[src/rtl/teller_dispatch_if.sv]
// Signal bundle between the teller dispatcher and its surroundings
// (queue counter, teller windows, display path).
interface teller_dispatch_if;
    logic [2:0] teller_en;
    logic [2:0] teller_done;
    logic       queue_empty;
    logic       min_tick;
    logic       serve;
    logic       call_valid;
    logic [1:0] call_teller;
    logic [3:0] call_number;
    logic [2:0] teller_busy;
    logic [1:0] busy_count;

    // master: the dispatcher itself; slave: queue counter, tellers and display
    modport master (
        input  teller_en, teller_done, queue_empty, min_tick,
        output serve, call_valid, call_teller, call_number, teller_busy, busy_count
    );
    modport slave (
        output teller_en, teller_done, queue_empty, min_tick,
        input  serve, call_valid, call_teller, call_number, teller_busy, busy_count
    );
endinterface

[src/rtl/teller_dispatch.sv]
// Round-robin scheduler granting the head customer to a free teller, announcing the
// call and timing each teller's service period in time-unit ticks.
module teller_dispatch #(
    parameter int unsigned NUM_TELLERS   = 3,
    parameter int unsigned SERVICE_TICKS = 3,
    parameter int unsigned ANNOUNCE_CYC  = 4
) (
    input logic              clock,
    input logic              reset,
    teller_dispatch_if.master bus
);

    localparam logic [1:0] StIdle     = 2'd0;
    localparam logic [1:0] StGrant    = 2'd1;
    localparam logic [1:0] StAnnounce = 2'd2;

    logic [1:0] state_q, state_d;
    logic [3:0] cnt_q, cnt_d;
    logic [1:0] ptr_q, ptr_d;
    logic [2:0] busy_q, busy_d;
    logic [3:0] timer_q [NUM_TELLERS];
    logic [3:0] timer_d [NUM_TELLERS];
    logic       serve_q, serve_d;
    logic       call_valid_q, call_valid_d;
    logic [1:0] call_teller_q, call_teller_d;
    logic [3:0] call_number_q, call_number_d;
    logic [1:0] busy_count_q, busy_count_d;

    logic [2:0] eligible;
    logic       grant_found;
    logic [1:0] grant_idx;
    logic [1:0] cand;

    assign eligible = bus.teller_en & ~busy_q;

    // Search starts one past the last granted teller.
    always_comb begin
        grant_found = 1'b0;
        grant_idx   = 2'd0;
        cand        = 2'd0;
        for (int k = 1; k <= int'(NUM_TELLERS); k++) begin
            cand = 2'((int'(ptr_q) + k) % int'(NUM_TELLERS));
            if (!grant_found && eligible[cand]) begin
                grant_found = 1'b1;
                grant_idx   = cand;
            end
        end
    end

    always_comb begin
        state_d       = state_q;
        cnt_d         = cnt_q;
        ptr_d         = ptr_q;
        busy_d        = busy_q;
        serve_d       = 1'b0;
        call_valid_d  = call_valid_q;
        call_teller_d = call_teller_q;
        call_number_d = call_number_q;
        for (int i = 0; i < int'(NUM_TELLERS); i++) begin
            timer_d[i] = timer_q[i];
            // An early finish wins over a tick arriving in the same cycle.
            if (busy_q[i]) begin
                if (bus.teller_done[i]) begin
                    timer_d[i] = 4'd0;
                    busy_d[i]  = 1'b0;
                end else if (bus.min_tick && timer_q[i] != 4'd0) begin
                    timer_d[i] = timer_q[i] - 4'd1;
                    if (timer_q[i] == 4'd1) begin
                        busy_d[i] = 1'b0;
                    end
                end
            end
        end

        case (state_q)
            StIdle: begin
                if (!bus.queue_empty && grant_found) begin
                    state_d            = StGrant;
                    serve_d            = 1'b1;
                    busy_d[grant_idx]  = 1'b1;
                    timer_d[grant_idx] = 4'(SERVICE_TICKS);
                    call_teller_d      = grant_idx + 2'd1;
                    call_number_d      = (call_number_q == 4'd15) ? 4'd1 : call_number_q + 4'd1;
                    ptr_d              = grant_idx;
                end
            end
            StGrant: begin
                state_d      = StAnnounce;
                call_valid_d = 1'b1;
                cnt_d        = 4'(ANNOUNCE_CYC - 1);
            end
            StAnnounce: begin
                if (cnt_q == 4'd0) begin
                    state_d      = StIdle;
                    call_valid_d = 1'b0;
                end else begin
                    cnt_d = cnt_q - 4'd1;
                end
            end
            default: state_d = StIdle;
        endcase

        busy_count_d = {1'b0, busy_d[0]} + {1'b0, busy_d[1]} + {1'b0, busy_d[2]};
    end

    always_ff @(posedge clock) begin
        if (!reset) begin
            state_q       <= StIdle;
            cnt_q         <= 4'd0;
            ptr_q         <= 2'(NUM_TELLERS - 1);
            busy_q        <= 3'b000;
            serve_q       <= 1'b0;
            call_valid_q  <= 1'b0;
            call_teller_q <= 2'd0;
            call_number_q <= 4'd0;
            busy_count_q  <= 2'd0;
            for (int i = 0; i < int'(NUM_TELLERS); i++) begin
                timer_q[i] <= 4'd0;
            end
        end else begin
            state_q       <= state_d;
            cnt_q         <= cnt_d;
            ptr_q         <= ptr_d;
            busy_q        <= busy_d;
            serve_q       <= serve_d;
            call_valid_q  <= call_valid_d;
            call_teller_q <= call_teller_d;
            call_number_q <= call_number_d;
            busy_count_q  <= busy_count_d;
            for (int i = 0; i < int'(NUM_TELLERS); i++) begin
                timer_q[i] <= timer_d[i];
            end
        end
    end

    assign bus.serve       = serve_q;
    assign bus.call_valid  = call_valid_q;
    assign bus.call_teller = call_teller_q;
    assign bus.call_number = call_number_q;
    assign bus.teller_busy = busy_q;
    assign bus.busy_count  = busy_count_q;

endmodule

[src/flat_wrapper.sv]
// flat-port wrapper written by rule: the top's interface ports become plain ports
module teller_dispatch_flat 
#(
    parameter int unsigned NUM_TELLERS   = 3,
    parameter int unsigned SERVICE_TICKS = 3,
    parameter int unsigned ANNOUNCE_CYC  = 4
)
  (clock, reset, bus_teller_en, bus_teller_done, bus_queue_empty, bus_min_tick, bus_serve, bus_call_valid, bus_call_teller, bus_call_number, bus_teller_busy, bus_busy_count);
  teller_dispatch_if bus_i ();
  input logic clock;
  input logic reset;
  input wire logic [$bits(bus_i.teller_en)-1:0] bus_teller_en;
  input wire logic [$bits(bus_i.teller_done)-1:0] bus_teller_done;
  input wire logic [$bits(bus_i.queue_empty)-1:0] bus_queue_empty;
  input wire logic [$bits(bus_i.min_tick)-1:0] bus_min_tick;
  output wire logic [$bits(bus_i.serve)-1:0] bus_serve;
  output wire logic [$bits(bus_i.call_valid)-1:0] bus_call_valid;
  output wire logic [$bits(bus_i.call_teller)-1:0] bus_call_teller;
  output wire logic [$bits(bus_i.call_number)-1:0] bus_call_number;
  output wire logic [$bits(bus_i.teller_busy)-1:0] bus_teller_busy;
  output wire logic [$bits(bus_i.busy_count)-1:0] bus_busy_count;
  assign bus_i.teller_en = bus_teller_en;
  assign bus_i.teller_done = bus_teller_done;
  assign bus_i.queue_empty = bus_queue_empty;
  assign bus_i.min_tick = bus_min_tick;
  assign bus_serve = bus_i.serve;
  assign bus_call_valid = bus_i.call_valid;
  assign bus_call_teller = bus_i.call_teller;
  assign bus_call_number = bus_i.call_number;
  assign bus_teller_busy = bus_i.teller_busy;
  assign bus_busy_count = bus_i.busy_count;
  teller_dispatch #(.NUM_TELLERS(NUM_TELLERS), .SERVICE_TICKS(SERVICE_TICKS), .ANNOUNCE_CYC(ANNOUNCE_CYC)) u_core (.clock(clock), .reset(reset), .bus(bus_i));
endmodule
[config.mk]
export PLATFORM = sky130hd
export DESIGN_NAME = teller_dispatch_flat
export DESIGN_NICKNAME = d
export VERILOG_FILES = /design/src/rtl/teller_dispatch_if.sv /design/src/rtl/teller_dispatch.sv /design/src/flat_wrapper.sv
export SDC_FILE = /design/constraint.sdc
export NUM_CORES = 1
export LEC_CHECK = 0
export ABC_AREA = 1
export CORE_MARGIN = 2
export CORE_UTILIZATION = 55
export DETAILED_ROUTE_END_ITERATION = 10
export PLACE_DENSITY = 0.79
export SYNTH_ARGS = -nofsm -noshare
export SYNTH_HDL_FRONTEND = slang
export SYNTH_SLANG_ARGS = --single-unit
[constraint.sdc]
create_clock -name clock -period 2.72 [get_ports clock]
set_input_delay 0.272 -clock clock [delete_from_list [all_inputs] [get_ports clock]]
set_output_delay 0.272 -clock clock [all_outputs]
set_load 0.02 [all_outputs]
======== Word level (Yosys, flattened, before mapping) ========
Memories as Yosys holds them, arrays and structs flattened.
Cells that the tools add are included.
cells by class
  add/subtract/negate cells ............... 11
  divide/modulo/power cells ............... 3
  $lt $le $gt $ge ......................... 7
  equality and inequality tests ........... 9
  muxes and demuxes ....................... 55
  bitwise gates (word level) .............. 10
  reductions and logical operators ........ 22
operator list
  kind                     count
  $mod A32 B3 Y32 const B  3
  $mux W4                  15
  $mux W12                 2
  $mux W1                  23
  $sub A4 B1 Y4 const B    4
  $eq A4 B1 Y1 const B     3
  $lt A2 B3 Y1 const B     4
  $reduce_bool A4 Y1       3
  $mux W2                  5
  $reduce_and A2 Y1        5
  $demux W4 S2             1
  $logic_and A1 B1 Y1      8
  $pmux W4 S2              1
  $add A2 B2 Y3 const B    2
  $and A6 B6 Y6            1
  $bmux W1 S2              3
  $mux W3                  2
  $not A6 Y6               1
  $or A6 B6 Y6             1
  $pmux W2 S3              1
  $add A4 B1 Y4 const B    1
  $eq A4 B4 Y1 const B     1
  $logic_not A4 Y1         1
  $ne A2 B1 Y1 const B     2
  20 further kinds         24
storage, ports and cells
  bits in registers ....................... 21
  bits in writable memories ............... 12
  bits of input ports ..................... 10
  output and inout bits ................... 13
  word-level logic and storage cells ...... 127
  memories ................................ 1
memory list
  name            depth  bits a word  read ports  clocked after Yosys merged registers in  wr ports  RTL line               text
  u_core.timer_q  3      4            3           0                                        3         teller_dispatch.sv:21  logic [3:0] timer_q [NUM_TELLERS];

======== Depth between registers and ports, before layout ========
Gate-level depths: netlist (run 1).
  depth after elaboration ................. 21
  depth in mapped cells ................... 18
  mapped depth without buffers ............ 18

======== Least setup slack after synthesis (run 1) ========
OpenSTA, ideal clock, no wires.
  kind .................................... flip-flop to flip-flop
  start point ............................. register u_core.ptr_q[0]
  end point ............................... register u_core.busy_count_q[0] (netlist: u_core.bus.busy_count[0])
  library setup time ...................... 0.129 ns
  arrival time ............................ 2.257 ns
  required time ........................... 2.591 ns
  slack ................................... 0.334 ns
  cell stages (with the launch flop) ...... 16
  path buffers ............................ 0
  period minus slack after synthesis ...... 2.386 ns
  cell sequence ........................... dfxtp_1 > inv_1 > ha_1 > inv_2 > nand2_1 > nand3_2 > inv_1 > nor2_1 > nand3_1 > nand2_1 > ha_1 > nand2_4 > nand2_2 > inv_2 > fa_1 > nor2_1
between the ends
  longest elaborated chain between the ends .. 20
  elaborated cells between the ends (all ways) .. 33
  those cells by class .................... add/sub: 5; div: 3; order compare: 2; mux: 16; bitwise: 1; reduce/logical: 6
RTL lines
  what                                       RTL line                text
  start: declaration                         teller_dispatch.sv:19   logic [1:0] ptr_q, ptr_d;
  start signal: assignment                   teller_dispatch.sv:110  ptr_q <= 2'(NUM_TELLERS - 1);
  start signal: assignment                   teller_dispatch.sv:123  ptr_q <= ptr_d;
  $add A2 B1 Y3                              teller_dispatch.sv:42   cand = 2'((int'(ptr_q) + k) % int'(NUM_TELLERS));
  $mod A32 B3 Y32                            teller_dispatch.sv:42
  $bmux W1 S2                                teller_dispatch.sv:43   if (!grant_found && eligible[cand]) begin
  $mux W1 (implied by the code)              teller_dispatch.sv:43
  $mux W1                                    teller_dispatch.sv:43
  $logic_not A1 Y1                           teller_dispatch.sv:43
  $logic_and A1 B1 Y1                        teller_dispatch.sv:43
  $mux W1                                    teller_dispatch.sv:43
  [... 4 more ...]                           -
  $logic_and A1 B1 Y1 (implied by the code)  teller_dispatch.sv:80   busy_d[grant_idx] = 1'b1;
  $mux W1 (implied by the code)              teller_dispatch.sv:80
  $demux W1 S2                               -
  $or A3 B3 Y3 (no source line)              -
  $mux W3 (*)                                teller_dispatch.sv:77   if (!bus.queue_empty && grant_found) begin
  $mux W3 (*)                                teller_dispatch.sv:75   case (state_q)
  $add A1 B1 Y2                              teller_dispatch.sv:103  busy_count_d = {1'b0, busy_d[0]} + {1'b0, busy_d[1]} + {1'b0, busy_d[2]};
  $add A2 B1 Y2 (*)                          teller_dispatch.sv:103
  end signal: assignment                     teller_dispatch.sv:129  busy_count_q <= busy_count_d;
  end: declaration                           teller_dispatch.sv:27   logic [1:0] busy_count_q, busy_count_d;
Mark *: on every way between the ends. The rest lies on a longest branch, timed or not. The select of a mux whose other input is x is not followed.
A chain may end at the register's enable or synchronous reset.

======== Worst setup path after layout (run 1) ========
  start point ............................. register u_core.ptr_q[0]
  end point ............................... register u_core.busy_count_q[0] (netlist: u_core.bus.busy_count[0])
between the ends
  longest elaborated chain between the ends .. 20
  elaborated cells between the ends (all ways) .. 33
  those cells by class .................... add/sub: 5; div: 3; order compare: 2; mux: 16; bitwise: 1; reduce/logical: 6
RTL lines
  what                                       RTL line                text
  $add A2 B1 Y3                              teller_dispatch.sv:42
  $mod A32 B3 Y32                            teller_dispatch.sv:42
  $bmux W1 S2                                teller_dispatch.sv:43
  $mux W1 (implied by the code)              teller_dispatch.sv:43
  $mux W1                                    teller_dispatch.sv:43
  $logic_not A1 Y1                           teller_dispatch.sv:43
  $logic_and A1 B1 Y1                        teller_dispatch.sv:43
  $mux W1                                    teller_dispatch.sv:43
  [... 3 more ...]                           -
  net u_core.grant_idx[0]                    teller_dispatch.sv:31   logic [1:0] grant_idx;
  [... 1 more ...]                           -
  $logic_and A1 B1 Y1 (implied by the code)  teller_dispatch.sv:80
  $mux W1 (implied by the code)              teller_dispatch.sv:80
  $demux W1 S2 (*)                           -
  $or A3 B3 Y3 (no source line) (*)          -
  $mux W3 (*)                                teller_dispatch.sv:77
  $mux W3 (*)                                teller_dispatch.sv:75
  $add A1 B1 Y2                              teller_dispatch.sv:103
  $add A2 B1 Y2 (*)                          teller_dispatch.sv:103
Mark *: on every way through the listed nets, which the timed path passes. The rest lies on a longest branch. The select of a mux whose other input is x is not followed.

==> results of run 1 <==
cell families (layout without fill, tap and decap cells):
logic type,after synthesis,after routing,share of synthesized area (%)
adders and majority gates,16,16,11.1
buffers and inverters,43,72,9.03
xor gates and xnor gates,11,11,5.15
AOI/OAI and AO/OA,30,30,8.90
DFF,33,33,35.3
and+or+nand+nor,124,124,30.5
power by group through the flow:
stage	Combinational, mW	Sequential (mW)	Clock, mW
detailed placement	1.28	0.713	0
CTS	1.29	0.702	0.394
floorplan	0.920	0.771	0
global route	1.55	0.723	0.419
global placement	1.25	0.711	0
finish	1.38	0.703	0.385
through the flow:
stage	utilization, %	cells	setup TNS (ns)
3_3_place_gp	64.6	323	0
6_report	68.2	332	0
4_1_cts	67.1	331	0
5_1_grt	68.2	332	-0.0103
3_5_place_dp	64.6	323	0
2_1_floorplan	-	257	0
state kept, by name (all words and copies together) (netlist names):
register	cells
u_core.bus.busy_count	2
u_core.bus.call_number	4
u_core.bus.call_teller	2
u_core.bus.call_valid	1
u_core.bus.serve	1
u_core.bus.teller_busy	3
u_core.cnt_q	4
u_core.ptr_q	2
u_core.state_q	2
u_core.timer_q	12
placed cells by master (no fill, tap or decap), types with 3 or more instances in the layout:
cell,instances
nand2_1,46
inv_1,34
dfxtp_1,32
nor2_1,30
nand3_1,22
clkdlybuf4s50_1,22
ha_1,14
xor2_1,11
a21oi_1,9
o21ai_0,8
inv_2,6
nand2_2,6
nand3_2,5
nor2_2,5
o21ai_1,5
clkbuf_4,5
a31oi_1,4
nand4_1,3
routing by layer:
| metal | vias up | global-route usage [%] | share of wire, % |
|---|---|---|---|
| met1 | 737 | 23.3 | 46 |
| met2 | 32 | 34.8 | 48 |
| met5 | - | 0 | 0 |
| li1 | 872 | - | - |
| met4 | 0 | 5.83 | 1.1 |
| met3 | 5 | 3.80 | 4.5 |
cell type report:
cell class / count / area (µm²)
clock inverters: 1 / 30.0
multi-input cells: 181 / 1070
clock buffers: 7 / 55.1
inverters: 40 / 150
fillers: 317 / 1050
flip-flops and latches: 33 / 662
well taps: 46 / 57.6
repair buffers: 24 / 235
final timing paths:
check,startpoint,to,slack [ns]
max,u_core.ptr_q[0],u_core.bus.busy_count[0],0.15
min,u_core.cnt_q[2],u_core.cnt_q[2],0.46
max reg2reg,u_core.ptr_q[0],u_core.bus.busy_count[0],0.15
min reg2reg,u_core.cnt_q[2],u_core.cnt_q[2],0.46
timing repair:
| item | in CTS | in global routing |
|---|---|---|
| endpoints found under the setup margin | 0 | 2 |
| gates resized for setup | 0 | 9 |
| setup buffers | 0 | 1 |
| hold endpoints to repair | 0 | 0 |
==> impl_metrics.toml, run 1 <==
[clock_tree]
cts_max_level = 2
root_buffer = "clkbuf_4"
cts.sinks = 33
cts_tree = "done"
clk_pin_slew_ns = 0.11
cts_hold_buf = 0
ctsLongestPathBuffers = 2
clk_latency_ns = 0.33
cts_buffers = 5

[final_layout]
drive_gt1_share_pct = 14.0
layout.nets = 311
num_antenna_cells = 0
syn_to_final_growth_pct = 20.7
final_area_um2 = 2260

[synth]
synth_area_um2 = 1870
yosys_register_bits = 33
synth_area_leaders = "dfxtp_1, ha_1, nand2_1, inv_1, nor2_1"
avgSynthCellArea_um2 = 7.28
yosys.cell_types.count = 26
synth_top_area_share_pct = 35.3
ys_seq_area_share_pct = 35.3
synthesis.nets = 283
synth_ff_type = "dfxtp_1"
yosysWarnings = 0
async_flop_share_pct = 0
synth_edf_count = 0
synth.most_common_cell = "nand2_1"
synth_top_area_cell = "dfxtp_1"
synthTopCellsByCount = "nand2_1, inv_1, dfxtp_1"
synthCells = 257

[pwr]
irDropWorstVdd_v = 0.000580
p_sw_mw = 1.10
finalPower_mw = 2.47
power_frac_comb_pct = 56.0
p_clk_share_pct = 15.6
switching_share_pct = 44.6
power_frac_seq_pct = 28.5
pwr_density_cell_nw_per_um2 = 1090
internal_power_mw = 1.37
p_leak_nw = 1.02

[grt]
grt_pass1_wl_um = 6240
antenna_found_initial = 0
grt.overflow.total = 0
track_usage_pct = 19.3
grt_max_degree = 24
first_global_vias = 1522

[die]
die_width_um = 62.3
row_count = 21
initial_utilization_pct = 56.5
coreArea_um2 = 3310
ios = 23
die-area_um2 = 3880
die_y_um = 62.3

[critical_path]
cp_slowest_stage_delay_ns = 0.52
cp_common_cell = "nand2_1"
path_depth = 16
cp_cell_sequence = "inv_1 > ha_1 > inv_2 > buf_4 > nand2_1 > nand2_1 > nand2_1 > a21oi_2 > nand2_2 > inv_1 > ha_2 > nand2_4 > nand2_2 > inv_2 > fa_1 > nor2_1"
critPathBufInv = 5
slowest_stage = "fa_1"
critical_path.max_fanout = 6
end_kind = "register"
start_kind = "register"
crit_family = "adder cells"
reg2reg_depth = 16
critPathRequiredTime_ns = 2.93
cp.arrival_ns = 2.78
worstSetupPathType = "reg -> reg"

[drt]
avgViaCountPerCell = 4.96
totalWireLength_um = 3650
dr.pass1.iters = 4
ant_nets = 0
routedWlPerCell_um = 11.0
drc = 0
num_vias = 1646
initialDrtViolationCount = 46

[sta]
tightest_slew_ns = 0.734
maxSlewHeadroom_pct = 51.0
post-route-period-util_pct = 94.7
setup-violations-final = 0
finalHoldViolations = 0
final_max_slew_viol_count = 0
fin_crit_ns = 2.57
finClkSkew_ns = 0.00875
whs_ns = 0.462
max_freq_mhz = 388
fin_ws_ns = 0.145

[flow_run]
max-cap-violations = 0

[status]
status = "completed"

[placed_design]
preCtsSetupSlack_ns = 0.0516
gp_congestion = 0.860
hpwlAfterDp_um = 2650
portBuffers = 22
placed_area_um2 = 2140

[hold_path]
hold_path.class = "reg -> reg"
whs_path_depth = 1
(Power assumes the default switching activity.)
==> run 2: changes to the inputs <==
--- a/config.mk
+++ b/config.mk
@@ -5,11 +5,10 @@
 export SDC_FILE = /design/constraint.sdc
 export NUM_CORES = 1
 export LEC_CHECK = 0
-export ABC_AREA = 1
 export CORE_MARGIN = 2
-export CORE_UTILIZATION = 55
+export CORE_UTILIZATION = 56
 export DETAILED_ROUTE_END_ITERATION = 10
-export PLACE_DENSITY = 0.79
+export PLACE_DENSITY = 0.8
 export SYNTH_ARGS = -nofsm -noshare
 export SYNTH_HDL_FRONTEND = slang
 export SYNTH_SLANG_ARGS = --single-unit
==> run 2 against run 1 <==
Compared with the run above:
- first-iteration DRC count rose to 2.6 times the previous value
- synthesized cell count down 8.2%
- largest cell class unchanged
- fmax down 1.6%
- register-to-register slack worse by 0.04 ns
- largest power group unchanged
- critical path depth down 6
- worst setup slack worse by 0.042 ns
- sequential share of layout area down 2.3 points
- highest routed layer unchanged
- critical endpoint unchanged
- routed wire length up 12%
==> impl_metrics.toml, run 2 <==
[drt]
drc = 0
routedWlPerCell_um = 12.7
initialDrtViolationCount = 118
dr.pass1.iters = 5
avgViaCountPerCell = 5.57
num_vias = 1795
totalWireLength_um = 4080
ant_nets = 0

[pwr]
p_sw_mw = 1.12
internal_power_mw = 1.51
p_clk_share_pct = 10.1
power_frac_seq_pct = 28.5
irDropWorstVdd_v = 0.000425
power_frac_comb_pct = 61.4
switching_share_pct = 42.6
finalPower_mw = 2.64
pwr_density_cell_nw_per_um2 = 1070
p_leak_nw = 0.983

[grt]
track_usage_pct = 22.5
grt.overflow.total = 0
antenna_found_initial = 0
grt_pass1_wl_um = 7230
first_global_vias = 1652
grt_max_degree = 22

[synth]
synth_top_area_cell = "dfxtp_1"
avgSynthCellArea_um2 = 8.45
yosysWarnings = 0
synth_edf_count = 0
yosys.cell_types.count = 50
synth.most_common_cell = "nand2_1"
synth_area_um2 = 1990
synth_ff_type = "dfxtp_1"
async_flop_share_pct = 0
synthTopCellsByCount = "nand2_1, dfxtp_1, inv_1"
yosys_register_bits = 33
synthesis.nets = 262
synth_top_area_share_pct = 33.1
synthCells = 236
ys_seq_area_share_pct = 33.1
synth_area_leaders = "dfxtp_1, ha_1, nand2_1, xnor2_1, a21oi_1"

[final_layout]
final_util_pct = 72.7
top_register = "u_core.timer_q"
largest_reg_flops = 12
final_common_cell = "nand2_1"
final_area_um2 = 2460
drive_gt1_share_pct = 15.2
syn_to_final_growth_pct = 23.5
num_antenna_cells = 0
final_cell_mix = "nand2_1, dfxtp_1, clkdlybuf4s50_1"
layout.nets = 301
stdcell_count = 322

[sta]
tightest_slew_ns = 0.546
finClkSkew_ns = 0.00366
fin_ws_ns = 0.104
final_max_slew_viol_count = 0
maxSlewHeadroom_pct = 63.5
whs_ns = 0.485
grt_setup_unrepaired = "false"
setup-tns-final_ns = 0
max_freq_mhz = 382
setup-violations-final = 0
finalHoldViolations = 0
fin_crit_ns = 2.62
post-route-period-util_pct = 96.2

[critical_path]
cp_cell_sequence = "inv_2 > ha_4 > or4b_2 > a21oi_2 > a21o_1 > inv_1 > ha_1 > a21oi_2 > fa_1 > nor2b_1"
worstSetupPathType = "reg -> reg"
crit_family = "adder cells"
startpoint = "u_core.ptr_q[0]"
slowest_stage = "or4b_2"
path_depth = 10
r2r_start = "u_core.ptr_q[0]"
critPathBufInv = 2
start_kind = "register"
critical_path.max_fanout = 6
reg2reg_depth = 10
cp_common_cell = "a21oi_2"
cp_slowest_stage_delay_ns = 0.68
critPathRequiredTime_ns = 3.00
end_kind = "register"
cp.arrival_ns = 2.90

[die]
ios = 23
die_y_um = 63.7
row_count = 21
initial_utilization_pct = 58.8
die-area_um2 = 4050
coreArea_um2 = 3390
die_width_um = 63.7

[clock_tree]
cts.sinks = 33
cts_tree = "done"
root_buffer = "clkbuf_4"
ctsLongestPathBuffers = 2
clk_pin_slew_ns = 0.10
cts_hold_buf = 0
cts_max_level = 2
cts_buffers = 5
clk_latency_ns = 0.34

[status]
status = "completed"

[placed_design]
placed_area_um2 = 2350
preCtsSetupSlack_ns = -0.0689
portBuffers = 22
dpl.cell_count = 312
hpwlAfterDp_um = 2980
gp_congestion = 0.919

[flow_run]
max-cap-violations = 0

[hold_path]
hold_path.class = "reg -> reg"
whs_path_depth = 2
min_from = "u_core.bus.call_teller[0]"
[run 2: cells by family (layout without fill, tap and decap cells)]
kind of cell	count (synthesis)	in the layout	share of synthesized area, %
buf+inv	24	64	5.27
flops	33	33	33.1
compound gates	54	54	18.9
simple gates	98	98	27.3
fa+ha+maj	16	16	10.4
xor+xnor	9	9	3.95
mux	2	2	1.00
[run 2: worst reg2reg max path: stages, from the launching register on]
cell and delay [ns]:
dfxtp_2 0.35, inv_2 0.05, ha_4 0.25, or4b_2 0.68, a21oi_2 0.19, a21o_1 0.12
inv_1 0.06, ha_1 0.20, a21oi_2 0.14, fa_1 0.42, nor2b_1 0.11
[run 2: worst paths after layout]
path	endpoint	slack, ns
worst max-delay path	u_core.bus.busy_count[0]	0.10
worst min-delay path	u_core.bus.call_teller[0]	0.49
worst max register to register	u_core.bus.busy_count[0]	0.10
worst min register to register	u_core.bus.call_teller[0]	0.49
[run 2: what timing repair did]
action	CTS	global route
pin swaps	0	2
buffers inserted	0	2
gates resized for setup	2	9
setup endpoints to repair	1	2
hold endpoints to repair	0	0
[run 2: power by group through the flow]
stage               Combinational, mW  Clock, mW  Sequential [mW]
floorplan                        1.01          0            0.784
global placement                 1.50          0            0.749
detailed placement               1.52          0            0.749
CTS                              1.56      0.277            0.742
global route                     1.79      0.305            0.773
finish                           1.62      0.267            0.750
[run 2: area by class of cell]
| cell class | instances | area (µm²) |
|---|---|---|
| Clock inverter | 2 | 10.0 |
| Timing Repair Buffer | 40 | 355 |
| Sequential cell | 33 | 666 |
| Clock buffer | 6 | 41.3 |
| Multi-Input combinational cell | 179 | 1270 |
| Fill cell | 259 | 926 |
| Inverter | 16 | 60.1 |
| Tap cell | 46 | 57.6 |
[run 2: per-layer routing]
| metal | GRT usage [%] | vias up | share of wire, % |
|---|---|---|---|
| li1 | - | 913 | - |
| met1 | 28.6 | 834 | 48 |
| met2 | 35.5 | 40 | 46 |
| met3 | 6.25 | 8 | 3.7 |
| met4 | 9.78 | 0 | 1.9 |
| met5 | 0 | - | 0 |
==> run 3: changes to the inputs <==
--- a/config.mk
+++ b/config.mk
@@ -5,6 +5,7 @@
 export SDC_FILE = /design/constraint.sdc
 export NUM_CORES = 1
 export LEC_CHECK = 0
+export CAP_MARGIN = 20
 export CORE_MARGIN = 2
 export CORE_UTILIZATION = 56
 export DETAILED_ROUTE_END_ITERATION = 10
==> results of run 3 <==
Final layout, timing and power as in run 2 (identical DEF).
